## src/rtl/rx_sd_hyst.sv

```systemverilog
// ---------------------------------------------------------------------------
// rx_sd_hyst -- receive-side signal detector with hysteresis
//
// Estimates |I|+|Q| for every accepted I/Q sample and runs a four-state
// detector over the magnitude stream. The flag asserts after RX_SD_ON_CNT
// consecutive samples at or above RX_SD_TH_ON. It deasserts after
// RX_SD_OFF_CNT consecutive samples below RX_SD_TH_OFF. The block also
// reports rise/fall pulses and the peak magnitude of the current or last
// burst.
//
// Handshake: a sample is consumed in any cycle where en && I_tvalid &&
// Q_tvalid. There is no backpressure, so the block is always ready. A
// sample consumed in cycle n is reflected on every output in cycle n+2.
//
// Ports
//   clk, rst        sample clock, asynchronous active-high reset
//   en              detector enable; low forces IDLE on the next edge
//   RX_SD_TH_ON     assert threshold (unsigned)
//   RX_SD_TH_OFF    deassert threshold (unsigned)
//   RX_SD_ON_CNT    consecutive hi samples needed to assert
//   RX_SD_OFF_CNT   consecutive lo samples needed to deassert
//   I_tdata/tvalid  signed I sample and its valid
//   Q_tdata/tvalid  signed Q sample and its valid
//   SD_flag         signal present (DET or HOLD)
//   SD_rise         one-cycle pulse on entry to DET from IDLE/ARMING
//   SD_fall         one-cycle pulse on entry to IDLE from DET/HOLD
//   SD_peak         max magnitude of the current/last burst
//   SD_state        0 IDLE, 1 ARMING, 2 DET, 3 HOLD (debug visibility)
// ---------------------------------------------------------------------------
module rx_sd_hyst #(
    parameter int WIDTH     = 16,
    parameter int CNT_WIDTH = 8
) (
    input  logic                 clk,
    input  logic                 rst,
    input  logic                 en,
    input  logic [WIDTH-1:0]     RX_SD_TH_ON,
    input  logic [WIDTH-1:0]     RX_SD_TH_OFF,
    input  logic [CNT_WIDTH-1:0] RX_SD_ON_CNT,
    input  logic [CNT_WIDTH-1:0] RX_SD_OFF_CNT,
    input  logic [WIDTH-1:0]     I_tdata,
    input  logic                 I_tvalid,
    input  logic [WIDTH-1:0]     Q_tdata,
    input  logic                 Q_tvalid,
    output logic                 SD_flag,
    output logic                 SD_rise,
    output logic                 SD_fall,
    output logic [WIDTH:0]       SD_peak,
    output logic [1:0]           SD_state
);

    typedef enum logic [1:0] {
        IDLE   = 2'd0,
        ARMING = 2'd1,
        DET    = 2'd2,
        HOLD   = 2'd3
    } state_t;

    localparam logic [CNT_WIDTH-1:0] CNT_ONE = CNT_WIDTH'(1);

    // |x| as an unsigned WIDTH-bit value. The most negative input maps to
    // 2^(WIDTH-1), which still fits because the result is unsigned.
    function automatic logic [WIDTH-1:0] abs_u(input logic [WIDTH-1:0] x);
        abs_u = x[WIDTH-1] ? (~x + 1'b1) : x;
    endfunction

    // ---------------- stage 1: magnitude ----------------
    logic             accept;
    logic [WIDTH:0]   mag_calc;
    logic [WIDTH:0]   mag_q;
    logic             mag_vld;

    assign accept   = en && I_tvalid && Q_tvalid;
    assign mag_calc = {1'b0, abs_u(I_tdata)} + {1'b0, abs_u(Q_tdata)};

    always_ff @(posedge clk or posedge rst) begin
        if (rst) begin
            mag_q   <= '0;
            mag_vld <= 1'b0;
        end else begin
            // Disabling drops any sample in flight so that re-enabling
            // starts from an empty pipeline.
            mag_vld <= accept;
            if (accept) begin
                mag_q <= mag_calc;
            end
        end
    end

    // ---------------- stage 2: detector ----------------
    state_t               state;
    logic [CNT_WIDTH-1:0] cnt;
    logic [CNT_WIDTH:0]   cnt_p1;
    logic [CNT_WIDTH-1:0] cnt_sat;
    logic                 hi;
    logic                 lo;
    logic [WIDTH:0]       peak_max;

    assign hi       = mag_q >= {1'b0, RX_SD_TH_ON};
    assign lo       = mag_q <  {1'b0, RX_SD_TH_OFF};
    // One bit wider, so the run-length compare cannot wrap.
    assign cnt_p1   = {1'b0, cnt} + 1'b1;
    assign cnt_sat  = (cnt == '1) ? cnt : cnt_p1[CNT_WIDTH-1:0];
    assign peak_max = (mag_q > SD_peak) ? mag_q : SD_peak;

    always_ff @(posedge clk or posedge rst) begin
        if (rst) begin
            state   <= IDLE;
            cnt     <= '0;
            SD_rise <= 1'b0;
            SD_fall <= 1'b0;
            SD_peak <= '0;
        end else begin
            SD_rise <= 1'b0;
            SD_fall <= 1'b0;
            if (!en) begin
                state <= IDLE;
                cnt   <= '0;
                if (state == DET || state == HOLD) begin
                    SD_fall <= 1'b1;
                end
            end else if (mag_vld) begin
                case (state)
                    IDLE: begin
                        if (hi) begin
                            SD_peak <= mag_q;
                            cnt     <= CNT_ONE;
                            if (RX_SD_ON_CNT <= CNT_ONE) begin
                                state   <= DET;
                                SD_rise <= 1'b1;
                            end else begin
                                state <= ARMING;
                            end
                        end
                    end
                    ARMING: begin
                        SD_peak <= peak_max;
                        if (hi) begin
                            cnt <= cnt_sat;
                            if (cnt_p1 >= {1'b0, RX_SD_ON_CNT}) begin
                                state   <= DET;
                                SD_rise <= 1'b1;
                            end
                        end else begin
                            state <= IDLE;
                            cnt   <= '0;
                        end
                    end
                    DET: begin
                        SD_peak <= peak_max;
                        if (lo) begin
                            if (RX_SD_OFF_CNT <= CNT_ONE) begin
                                state   <= IDLE;
                                cnt     <= '0;
                                SD_fall <= 1'b1;
                            end else begin
                                state <= HOLD;
                                cnt   <= CNT_ONE;
                            end
                        end else begin
                            cnt <= '0;
                        end
                    end
                    HOLD: begin
                        SD_peak <= peak_max;
                        if (lo) begin
                            if (cnt_p1 >= {1'b0, RX_SD_OFF_CNT}) begin
                                state   <= IDLE;
                                cnt     <= '0;
                                SD_fall <= 1'b1;
                            end else begin
                                cnt <= cnt_sat;
                            end
                        end else begin
                            // The signal came back before the hold expired.
                            // The detector returns to DET without a rise
                            // pulse.
                            state <= DET;
                            cnt   <= '0;
                        end
                    end
                    default: begin
                        state <= IDLE;
                        cnt   <= '0;
                    end
                endcase
            end
        end
    end

    assign SD_flag  = (state == DET) || (state == HOLD);
    assign SD_state = state;

endmodule

```

## config.mk

```make
export PLATFORM = sky130hd
export DESIGN_NAME = rx_sd_hyst
export DESIGN_NICKNAME = d
export VERILOG_FILES = /design/src/rtl/rx_sd_hyst.sv
export SDC_FILE = /design/constraint.sdc
export NUM_CORES = 1
export LEC_CHECK = 0
export ABC_AREA = 1
export BUFFER_PORTS_ARGS = -buffer_cell sky130_fd_sc_hd__buf_2
export CAP_MARGIN = 20
export CELL_PAD_IN_SITES_DETAIL_PLACEMENT = 2
export CELL_PAD_IN_SITES_GLOBAL_PLACEMENT = 2
export CORE_MARGIN = 1.5
export CORE_UTILIZATION = 33
export DETAILED_ROUTE_END_ITERATION = 7
export GPL_ROUTABILITY_DRIVEN = 0
export GPL_TIMING_DRIVEN = 0
export PLACE_DENSITY = 0.89
export SLEW_MARGIN = 0
export SYNTH_ARGS = -nofsm -noshare
export SYNTH_HDL_FRONTEND = slang
export SYNTH_SLANG_ARGS = --single-unit
```

## constraint.sdc

```tcl
create_clock -name clk -period 3.7 [get_ports clk]
set_clock_uncertainty 0.05 [all_clocks]
set_input_delay 0.74 -clock clk [delete_from_list [all_inputs] [get_ports clk]]
set_output_delay 0.74 -clock clk [all_outputs]
set_load 0.03 [all_outputs]
```

Word level (Yosys, flattened, before mapping) --
Cells that the tools add are included.
Operators by class: add/sub/neg operators 4, $mul 0, divide/modulo/power cells 0, magnitude comparators 7, eq/ne operators 11, shift-type cells 0, muxes and demuxes 41, bitwise logic cells 2, reductions and logical operators 8
Operators by type and width (count):
- $mux W8 | 8
- $mux W17 | 2
- $pmux W17 S2 | 1
- $add A16 B1 Y16 const B | 2
- $mux W16 | 2
- $not A16 Y16 | 2
- $pmux W8 S4 | 1
- $mux W2 | 10
- $ge A9 B8 Y1 | 2
- $add A16 B16 Y17 | 1
- $ge A17 B16 Y1 | 1
- $gt A17 B17 Y1 | 1
- $lt A17 B16 Y1 | 1
- $le A8 B1 Y1 const B | 2
- $mux W1 | 14
- $add A8 B1 Y9 const B | 1
- $eq A8 B8 Y1 const B | 1
- $pmux W2 S4 | 1
- $ne A3 B3 Y1 const B | 2
- $reduce_and A5 Y1 | 1
- $eq A2 B2 Y1 const B | 2
- $ne A2 B1 Y1 const B | 2
- $ne A4 B3 Y1 const B | 1
- $ne A4 B4 Y1 const B | 1
- 9 further kinds | 11
Word-level totals: register bits after elaboration 47, bits in latches 0, bits in writable memories 0, memory bits (read-only) 0, bits of input ports 85, output and inout bits 22, word-level logic and storage cells 80, memories kept 0

Depth between registers and ports, before layout --
Gate-level depths: netlist of the first run.
depth in word-level cells 7, gate-level depth with buffers 20

Worst setup path before layout of the first run --
No wires, ideal clock.
path type input to register, start input port I_tdata[1], end register mag_q[13], library setup time 0.118 ns, data arrival time 2.924 ns, required time 3.532 ns, setup slack 0.608 ns, stages on the path 17, path buffers 0, cell sequence inv_1 ha_1 nand3_1 nor3_1 nand3_1 nor3_1 nor2_1 xor2_1 ha_1 nand2_1 nor2_1 nand3_1 nand4_1 a21o_1 or2_2 nand3_1 nand2_1
On the way: word-level cells in the longest chain between the ends 4
RTL lines:
- start: declaration | RTL line 41 | input logic [WIDTH-1:0] I_tdata,
- $not A16 Y16 | RTL line 64 | abs_u = x[WIDTH-1] ? (~x + 1'b1) : x;
- $add A16 B1 Y16 | RTL line 64
- $mux W16 (*) | RTL line 64
- $add A16 B16 Y17 (*) | RTL line 74 | assign mag_calc = {1'b0, abs_u(I_tdata)} + {1'b0, abs_u(Q_tdata)};
- end signal: assignment | RTL line 85 | mag_q <= mag_calc;
- end: declaration | RTL line 70 | logic [WIDTH:0] mag_q;
Every way passes the cells marked *; elsewhere a longest branch is shown, timed or not. A chain may end at the register's enable or synchronous reset.

Worst setup path after layout of the first run --
start input port Q_tdata[0], end register mag_q[13]
On the way: word-level cells in the longest chain between the ends 4
RTL lines:
- start: declaration | RTL line 43 | input logic [WIDTH-1:0] Q_tdata,
- $not A16 Y16 | RTL line 64
- $add A16 B1 Y16 | RTL line 64
- $mux W16 (*) | RTL line 64
- $add A16 B16 Y17 (*) | RTL line 74
Marked as above.

==> results of run 1 <==
-- worst min-delay path by stage --
stage                       to  depth (start not counted)    from  slack (ns)
floorplan               cnt[3]                          2  cnt[3]        0.40
global placement        cnt[3]                          2  cnt[3]        0.41
detailed placement      cnt[3]                          2  cnt[3]        0.44
CTS                 SD_peak[1]                          2     rst        0.46
global route        SD_peak[1]                          2     rst        0.47
finish              SD_peak[1]                          2     rst        0.43
-- power by group --
part	total (W)	internal [W]	leakage, nW	switching (W)
Sequential	0.000866	0.000659	0.607	0.000207
Clock	0.000629	0.000388	0.0900	0.000240
Combinational	0.00175	0.000596	3.08	0.00115
Total	0.00324	0.00164	3.78	0.00160
-- sequential cells by signal, summed over array words and instances (netlist names) --
register  count
SD_peak      17
mag_q        17
cnt           8
SD_state      2
SD_fall       1
SD_rise       1
mag_vld       1
-- final cells by class --
cell class / count / area (um2)
fillers: 1966 / 9480
multi-input cells: 601 / 3540
repair buffers: 106 / 546
well taps: 216 / 270
clock inverters: 3 / 67.6
clock buffers: 5 / 125
plain buffers: 9 / 41.3
diodes: 1 / 2.50
inverters: 153 / 574
flip-flops and latches: 47 / 1180
-- per-layer routing --
metal / wire length [um] / GRT usage, %
met1: 8280 / 27.9
met2: 10900 / 48.5
met3: 620 / 2.91
met4: 463 / 7.39
met5: 0 / 0
-- per-stage QoR --
| step | total power (W) | hold WS [ns] | utilization [%] | area [um2] |
|---|---|---|---|---|
| after detailed placement | 0.00254 | 0.442 | 38.8 | 6140 |
| after global routing | 0.00350 | 0.472 | 40.1 | 6340 |
| after CTS | 0.00326 | 0.460 | 40.0 | 6340 |
| after floorplan | 0.00195 | 0.399 | - | 5330 |
| after global placement | 0.00238 | 0.413 | 38.7 | 6120 |
| final | 0.00324 | 0.432 | 40.1 | 6340 |
-- Yosys cell counts (2+ instances only) --
library cell,instances,area (um2)
nor3_1,11,55.1
a211oi_1,2,15.0
or2_2,6,37.5
nand2_2,5,31.3
nand4_1,12,75.1
nand2_1,216,811
nor4_1,2,12.5
nand3b_1,3,22.5
nand2_4,2,22.5
buf_4,2,15.0
ha_1,83,1040
a21boi_0,2,15.0
xor2_1,28,245
o21ai_1,5,25.0
o22ai_1,4,25.0
xnor2_1,6,52.6
clkbuf_1,7,26.3
o21bai_1,2,15.0
nand3_1,55,275
inv_1,152,571
dfrtp_1,47,1180
a21oi_1,36,180
o21ai_0,35,175
nor2_2,3,18.8
nor2_1,67,251
a21o_1,6,45.0
-- kinds of logic after synthesis --
group           after synthesis  synth area share, %
simple gates                387                 31.0
buf+inv                     162                 11.6
compound gates               96                 9.88
fa+ha+maj                    84                 19.9
flops                        47                 22.1
xor+xnor                     34                 5.59
-- repair_timing --
item,in CTS,in global routing
hold buffers,0,0
endpoints found under the setup margin,0,1
resized for setup,0,1
-- critical path, delay by kind of cell --
family          cells  cell delay [ns]
simple gates        9             1.44
fa+ha+maj           2             0.55
compound gates      2             0.46
buf+inv             2             0.18
xor+xnor            1             0.16
==> qor.txt, run 1 <==
outcome - finished clean
clk slew on worst S/H paths - 0.08 ns
Die Width - 130 um
layout cell share with drive strength beyond 1 - 14.8%
Worst Setup Start Kind - primary input
CP arrival - 3.53 ns
critical path class - in2reg
clock latency on the worst-skew pair - 0.31 ns
post-synthesis sequential area ratio - 22.1%
Finished Layout Cells - 1141
Critical Path RT - 3.84 ns
Area Overhead vs Synth - 19.1%
routed vias/inst - 5.05
max_slew headroom - 53.0%
ys flop type - dfrtp_1
initial DRC count - 205
number of port buffers - 105
antenna violations before repair - 1
EDFF count, synth - 0
slowest CP cell - ha_1
max cap viols - 0
die area - 16900 um2
first-pass GRT wire length - 32600 um
synth warn - 0
R2R Setup Slk - 0.52 ns
FP Rows - 46
Clock Sinks - 47
total number of H-tree levels - 2
Post-synth ARST share - 100%
Fin. Hold Viols - 0
GR Overflow Total - 0
Avg Inst Size Synth - 6.58 um2
Synthesized Nets - 979
Hold Crit Class - in2async
CP max FO - 6
R2R depth - 19
setup bufs post-CTS - 0
pre-CTS WS - -0.0352 ns
final count of pins violating max slew - 0
CP Cell Sequence - buf_2 -> inv_1 -> ha_1 -> nand3_1 -> nor3_1 -> nand2_1 -> nor3_1 -> nor2_1 -> xor2_1 -> ha_1 -> a21oi_1 -> nand4_1 -> a21o_1 -> or2_2 -> nand3_1 -> nand2_1
Final min period - 3.39 ns
nets - 1092
post-synthesis register bit count - 47
via count - 5757
GRT Overall Usage - 24.8%
Final WS setup - 0.305 ns
routed wire length - 20300 um
CP Capture Point - mag_q[13]
setup TNS - 0 ns
CTS tree - done
antenna viol nets, final - 0
dpl cells - 1132
achievable frequency - 295 MHz
Boundary Pins - 107
Die H - 130 um
Starting Density - 33.7%
final setup vio count - 0
Max Buffers Root-to-Sink - 2
CP startpoint - Q_tdata[0]
CTS root buffer - clkbuf_16
crit-path max cell delay - 0.37 ns
VDD IR max - 186 uV
core area - 15800 um2
Detail Placement HPWL - 16000 um
Critical R2R Launch - cnt[0]
vias in the first global route - 6412
Synth Cell Area - 5330 um2
most frequent cells in the layout - 216 x nand2_1, 151 x inv_1, 105 x buf_2, 83 x ha_1, 67 x nor2_1
RR Endpoint - cnt[2]
cell count after synthesis - 810
Crit. End Element - flip-flop
Leakage - 3.78 nW
DR pass1 iterations - 4
Post-route DRC - 0
Num CTS Buffers - 5
pwr dens - 511 nW/um2
wire per inst - 17.8 um
most common cell after layout, fill and taps aside - nand2_1
pin count of the biggest net entering global routing - 28
post-synth cell types - 37
Tcrit/Tclk final - 91.7%
worst slew pin tran - 0.698 ns
Power figures use the tool's default switching activity.
==> run 2, diff against run 1 <==
==> constraint.sdc (replaced) <==
create_clock -name clk -period 3.7 [get_ports clk]
set_clock_uncertainty 0.05 [all_clocks]
set_input_delay 0.37 -clock clk [delete_from_list [all_inputs] [get_ports clk]]
set_output_delay 0.37 -clock clk [all_outputs]
set_load 0.03 [all_outputs]
==> run 2 against run 1 <==
Net effect: utilization hardly changed; worst hold slack got worse by 0.37 ns; first-iteration DRC count is 8.3% higher; highest routed layer unchanged.
==> qor.txt, run 2 (synthesis gave the netlist of run 1 again) <==
routed wire length - 20300 um (about the same)
Hold Crit Class - in2async
GRT Overall Usage - 24.8% (unchanged)
worst slew pin tran - 0.698 ns (-0.00000763 ns)
FP Rows - 46 (unchanged)
crit-path most repeated cell - nand2_1
Max Buffers Root-to-Sink - 2 (unchanged)
Crit. End Element - flip-flop
Leakage - 3.78 nW (about the same)
Die Width - 130 um (unchanged)
unrepaired setup endpoints after global routing - false
Tcrit/Tclk final - 86.2% (-5.6 points)
pre-CTS WS - 0.335 ns (+0.370 ns)
number of port buffers - 105 (unchanged)
Worst Setup Start Kind - flip-flop
initial DRC count - 222 (+8.3%)
clock latency on the worst-skew pair - 0.31 ns (about the same)
Fin. Hold Viols - 0 (unchanged)
die area - 16900 um2 (unchanged)
layout cell share with drive strength beyond 1 - 14.7% (-0.11 points)
Final WS setup - 0.511 ns (+0.205 ns)
pin count of the biggest net entering global routing - 28 (unchanged)
outcome - finished clean
final count of pins violating max slew - 0 (unchanged)
setup TNS - 0 ns (unchanged)
first-pass GRT wire length - 32600 um (unchanged)
achievable frequency - 314 MHz (+6.4%)
pwr dens - 512 nW/um2 (+0.18%)
CP Buf/Inv Count - 1 (-1)
Hold WS - 0.0626 ns (-0.369 ns)
CTS root buffer - clkbuf_16
clk slew on worst S/H paths - 0.08 ns (about the same)
setup bufs post-CTS - 0 (unchanged)
DR pass1 iterations - 4 (unchanged)
Num CTS Buffers - 5 (unchanged)
Detail Placement HPWL - 16000 um (unchanged)
vias in the first global route - 6412 (unchanged)
wire per inst - 17.8 um (+0.12%)
core area - 15800 um2 (unchanged)
most frequent cells in the layout - 216 x nand2_1, 151 x inv_1, 105 x buf_2, 83 x ha_1, 67 x nor2_1
R2R Setup Slk - 0.51 ns (about the same)
final setup vio count - 0 (unchanged)
most common cell after layout, fill and taps aside - nand2_1
Crit path max-delay family - simple AND/OR/NAND/NOR gates
slowest CP cell - dfrtp_1
max_slew headroom - 53.0% (about the same)
CP arrival - 3.38 ns (-0.15 ns)
n_diodes - 0 (-1)
Clock Sinks - 47 (unchanged)
antenna violations before repair - 1 (unchanged)
total number of H-tree levels - 2 (unchanged)
Boundary Pins - 107 (unchanged)
GR Overflow Total - 0 (unchanged)
Area Overhead vs Synth - 18.9%
nets - 1092 (unchanged)
max cap viols - 0 (unchanged)
Critical Path RT - 3.89 ns (+0.05 ns)
CTS tree - done
leading registers by flop count - SD_peak x17, mag_q x17, cnt x8
Hold-fix buffers, CTS - 0 (unchanged)
via count - 5751 (-0.10%)
Post-route DRC - 0 (unchanged)
Starting Density - 33.7% (unchanged)
VDD IR max - 185 uV (-0.30%)
crit-path max cell delay - 0.50 ns (+0.13 ns)
antenna viol nets, final - 0 (unchanged)
Final min period - 3.19 ns (-0.205 ns)
routed vias/inst - 5.04 (about the same)
CP Cell Sequence - ha_1 -> nand2_1 -> nor2_2 -> nand3_1 -> xor2_1 -> inv_1 -> ha_1 -> a21o_1 -> nand3_1 -> nand2_1 -> nor2_1 -> nand2_1 -> nor2_2 -> nand2_2 -> nand2_2 -> nand2_2 -> nor2_4 -> nand2_1 -> nand2_1
post-CTS sizing - 0 (unchanged)
CP max FO - 6 (unchanged)
Die H - 130 um (unchanged)
critical path class - reg2reg
run 2: power breakdown:
group	internal, W	switching (W)
Sequential	0.000659	0.000209
Clock	0.000388	0.000241
Combinational	0.000596	0.00115
run 2: through the flow:
| step | utilization (%) | cells | total power, W | cell area, um2 |
|---|---|---|---|---|
| 2_1_floorplan | - | 810 | 0.00195 | 5330 |
| 3_3_place_gp | 38.7 | 1131 | 0.00238 | 6120 |
| 3_5_place_dp | 38.8 | 1132 | 0.00254 | 6140 |
| 4_1_cts | 40.0 | 1140 | 0.00326 | 6340 |
| 5_1_grt | 40.0 | 1140 | 0.00350 | 6340 |
| 6_report | 40.0 | 1140 | 0.00324 | 6340 |
run 2: per-layer routing:
| metal | global-route usage, % | share of wire, % | vias up | routed length, um |
|---|---|---|---|---|
| li1 | - | - | 2799 | - |
| met1 | 27.9 | 41 | 2809 | 8270 |
| met2 | 48.5 | 54 | 111 | 10900 |
| met3 | 2.91 | 3.2 | 32 | 643 |
| met4 | 7.39 | 2.3 | 0 | 468 |
| met5 | 0 | 0 | - | 0 |
run 2: path summary, 6_finish.rpt:
kind,startpoint,end,depth (start not counted)
max,cnt[0],cnt[2],19
min,rst,SD_peak[1],2
max reg2reg,cnt[0],cnt[2],19
min reg2reg,cnt[3],cnt[3],2
max in group asynchronous,rst,SD_peak[16],3
min in group clk,Q_tdata[0],mag_q[0],4
run 2: area by class of cell:
cell class / count / area [um2]
Inverter: 153 / 574
Multi-Input combinational cell: 601 / 3540
Buffer: 9 / 41.3
Tap cell: 216 / 270
Clock buffer: 5 / 125
Sequential cell: 47 / 1180
Clock inverter: 3 / 67.6
Fill cell: 1965 / 9490
Timing Repair Buffer: 106 / 546
==> run 3, diff against run 2 <==
--- a/config.mk
+++ b/config.mk
@@ -10,7 +10,7 @@
 export CAP_MARGIN = 20
 export CELL_PAD_IN_SITES_DETAIL_PLACEMENT = 2
 export CELL_PAD_IN_SITES_GLOBAL_PLACEMENT = 2
-export CORE_MARGIN = 1.5
+export CORE_MARGIN = 4
 export CORE_UTILIZATION = 33
 export DETAILED_ROUTE_END_ITERATION = 7
 export GPL_ROUTABILITY_DRIVEN = 0
==> run 3 against run 2 <==
Net effect: count of clock-buffer cells in the layout up 1; total power down 0.39%; cell count unchanged; critical path depth unchanged; setup slack worse by 0.0033 ns; final area down 0.30%.
==> qor.txt, run 3 (synthesis gave the netlist of run 1 again) <==
core area - 15800 um2 (unchanged)
Num CTS Buffers - 5 (unchanged)
Hold Crit Class - in2async
pre-CTS WS - 0.253 ns (-0.0815 ns)
Worst Setup Start Kind - flip-flop
max cap viols - 0 (unchanged)
Detail Placement HPWL - 16700 um (+4.4%)
max_slew headroom - 54.5% (+1.4 points)
FP Rows - 46 (unchanged)
n_diodes - 0 (unchanged)
die area - 18200 um2 (+7.8%)
most common cell after layout, fill and taps aside - nand2_1
final setup vio count - 0 (unchanged)
worst slew pin tran - 0.677 ns (-0.0215 ns)
Crit. End Element - flip-flop
setup bufs post-CTS - 0 (unchanged)
unrepaired setup endpoints after global routing - false
clock latency on the worst-skew pair - 0.30 ns (about the same)
setup TNS - 0 ns (unchanged)
Starting Density - 33.7% (unchanged)
routed wire length - 21600 um (+6.6%)
GR Overflow Total - 0 (unchanged)
initial DRC count - 234 (+5.4%)
Final min period - 3.19 ns (+0.00327 ns)
Final WS setup - 0.508 ns (-0.00327 ns)
Filler cells - 1952 (-0.66%)
routed vias/inst - 5.12 (+1.5%)
CP max FO - 6 (unchanged)
pin count of the biggest net entering global routing - 29 (+3.6%)
clk slew on worst S/H paths - 0.08 ns (about the same)
Max Buffers Root-to-Sink - 2 (unchanged)
Clock Sinks - 47 (unchanged)
CTS root buffer - clkbuf_16
Post-route DRC - 0 (unchanged)
CP arrival - 3.37 ns (about the same)
final count of pins violating max slew - 0 (unchanged)
Final Cell Area - 6320 um2 (-0.30%)
VDD IR max - 228 uV (+23%)
Tcrit/Tclk final - 86.3% (+0.088 points)
wire per inst - 19.0 um (+6.6%)
critical path class - reg2reg
total number of H-tree levels - 2 (unchanged)
antenna viol nets, final - 0 (unchanged)
layout cell share with drive strength beyond 1 - 14.7% (unchanged)
most frequent cells in the layout - 216 x nand2_1, 151 x inv_1, 105 x buf_2, 83 x ha_1, 67 x nor2_1
leading registers by flop count - SD_peak x17, mag_q x17, cnt x8
vias in the first global route - 6767 (+5.5%)
Leakage - 3.77 nW (about the same)
nets - 1092 (unchanged)
pwr dens - 512 nW/um2 (about the same)
Cell Area, Placed - 6140 um2 (unchanged)
Fin. Hold Viols - 0 (unchanged)
number of port buffers - 105 (unchanged)
GRT Overall Usage - 23.8% (-0.98 points)
Boundary Pins - 107 (unchanged)
via count - 5837 (+1.5%)
CTS tree - done
Area Overhead vs Synth - 18.6%
DR pass1 iterations - 4 (unchanged)
achievable frequency - 313 MHz (-0.10%)
antenna violations before repair - 1 (unchanged)
Die Width - 135 um (+3.8%)
first-pass GRT wire length - 34700 um (+6.4%)
Hold-fix buffers, CTS - 0 (unchanged)
outcome - finished clean
post-CTS sizing - 0 (unchanged)
Die H - 135 um (+3.8%)
Critical Path RT - 3.88 ns (about the same)
==> run 3: layout make-up <==
type                            count  area (um2)  share of cell area, %
Multi-Input combinational cell    601        3540                   56.0
Sequential cell                    47        1180                   18.6
Inverter                          153         574                   9.09
Timing Repair Buffer              106         546                   8.63
Tap cell                          216         270                   4.28
Clock buffer                        6         139                   2.20
Buffer                              9        41.3                  0.653
Clock inverter                      2        35.0                  0.554
==> run 3: through the flow <==
step | total power [W] | util, % | cells | hold slack, ns
after floorplan | 0.00195 | - | 810 | 0.399
after global placement | 0.00239 | 38.7 | 1131 | 0.412
after detailed placement | 0.00255 | 38.8 | 1132 | 0.373
after CTS | 0.00324 | 39.9 | 1140 | 0.0553
after global routing | 0.00348 | 39.9 | 1140 | 0.0729
final | 0.00323 | 39.9 | 1140 | 0.0397
==> run 3: critical path, cell delays in order, from the launching register on <==
cell and delay (ns):
dfrtp_1 0.50, ha_1 0.24, nand2_1 0.11, nor2_2 0.24
nand3_1 0.13, xor2_1 0.19, inv_1 0.14, ha_1 0.33
a21o_1 0.17, nand3_1 0.07, nand2_1 0.05, nor2_1 0.09
nand2_1 0.08, nor2_2 0.16, nand2_2 0.09, nand2_2 0.08
nand2_2 0.08, nor2_4 0.16, nand2_1 0.09, nand2_1 0.07
==> run 3: power breakdown <==
part	switching, W	internal, W	total, W
combinational	0.00120	0.000603	0.00180
sequential	0.000207	0.000659	0.000866
clock	0.000229	0.000338	0.000567
total	0.00163	0.00160	0.00323
==> run 3: worst paths after layout <==
check                            start     endpoint  slack, ns  depth (start not counted)
max reg2reg                     cnt[0]       cnt[3]       0.51                         19
min                                rst  SD_state[1]       0.04                          2
max                             cnt[0]       cnt[3]       0.51                         19
min reg2reg                SD_peak[15]  SD_peak[15]       0.47                          2
min in group clk            Q_tdata[0]     mag_q[0]       0.44                          4
max in group asynchronous          rst       cnt[6]       3.01                          3
==> run 3: layer usage <==
layer | vias up | part of all wire [%] | wire length (um) | global-route usage (%)
met1 | 2847 | 39 | 8460 | 25.7
met2 | 145 | 53 | 11600 | 47.1
met4 | 2 | 3.3 | 713 | 8.45
li1 | 2795 | - | - | -
met3 | 48 | 4.0 | 865 | 3.06
met5 | - | 0.056 | 12 | 0
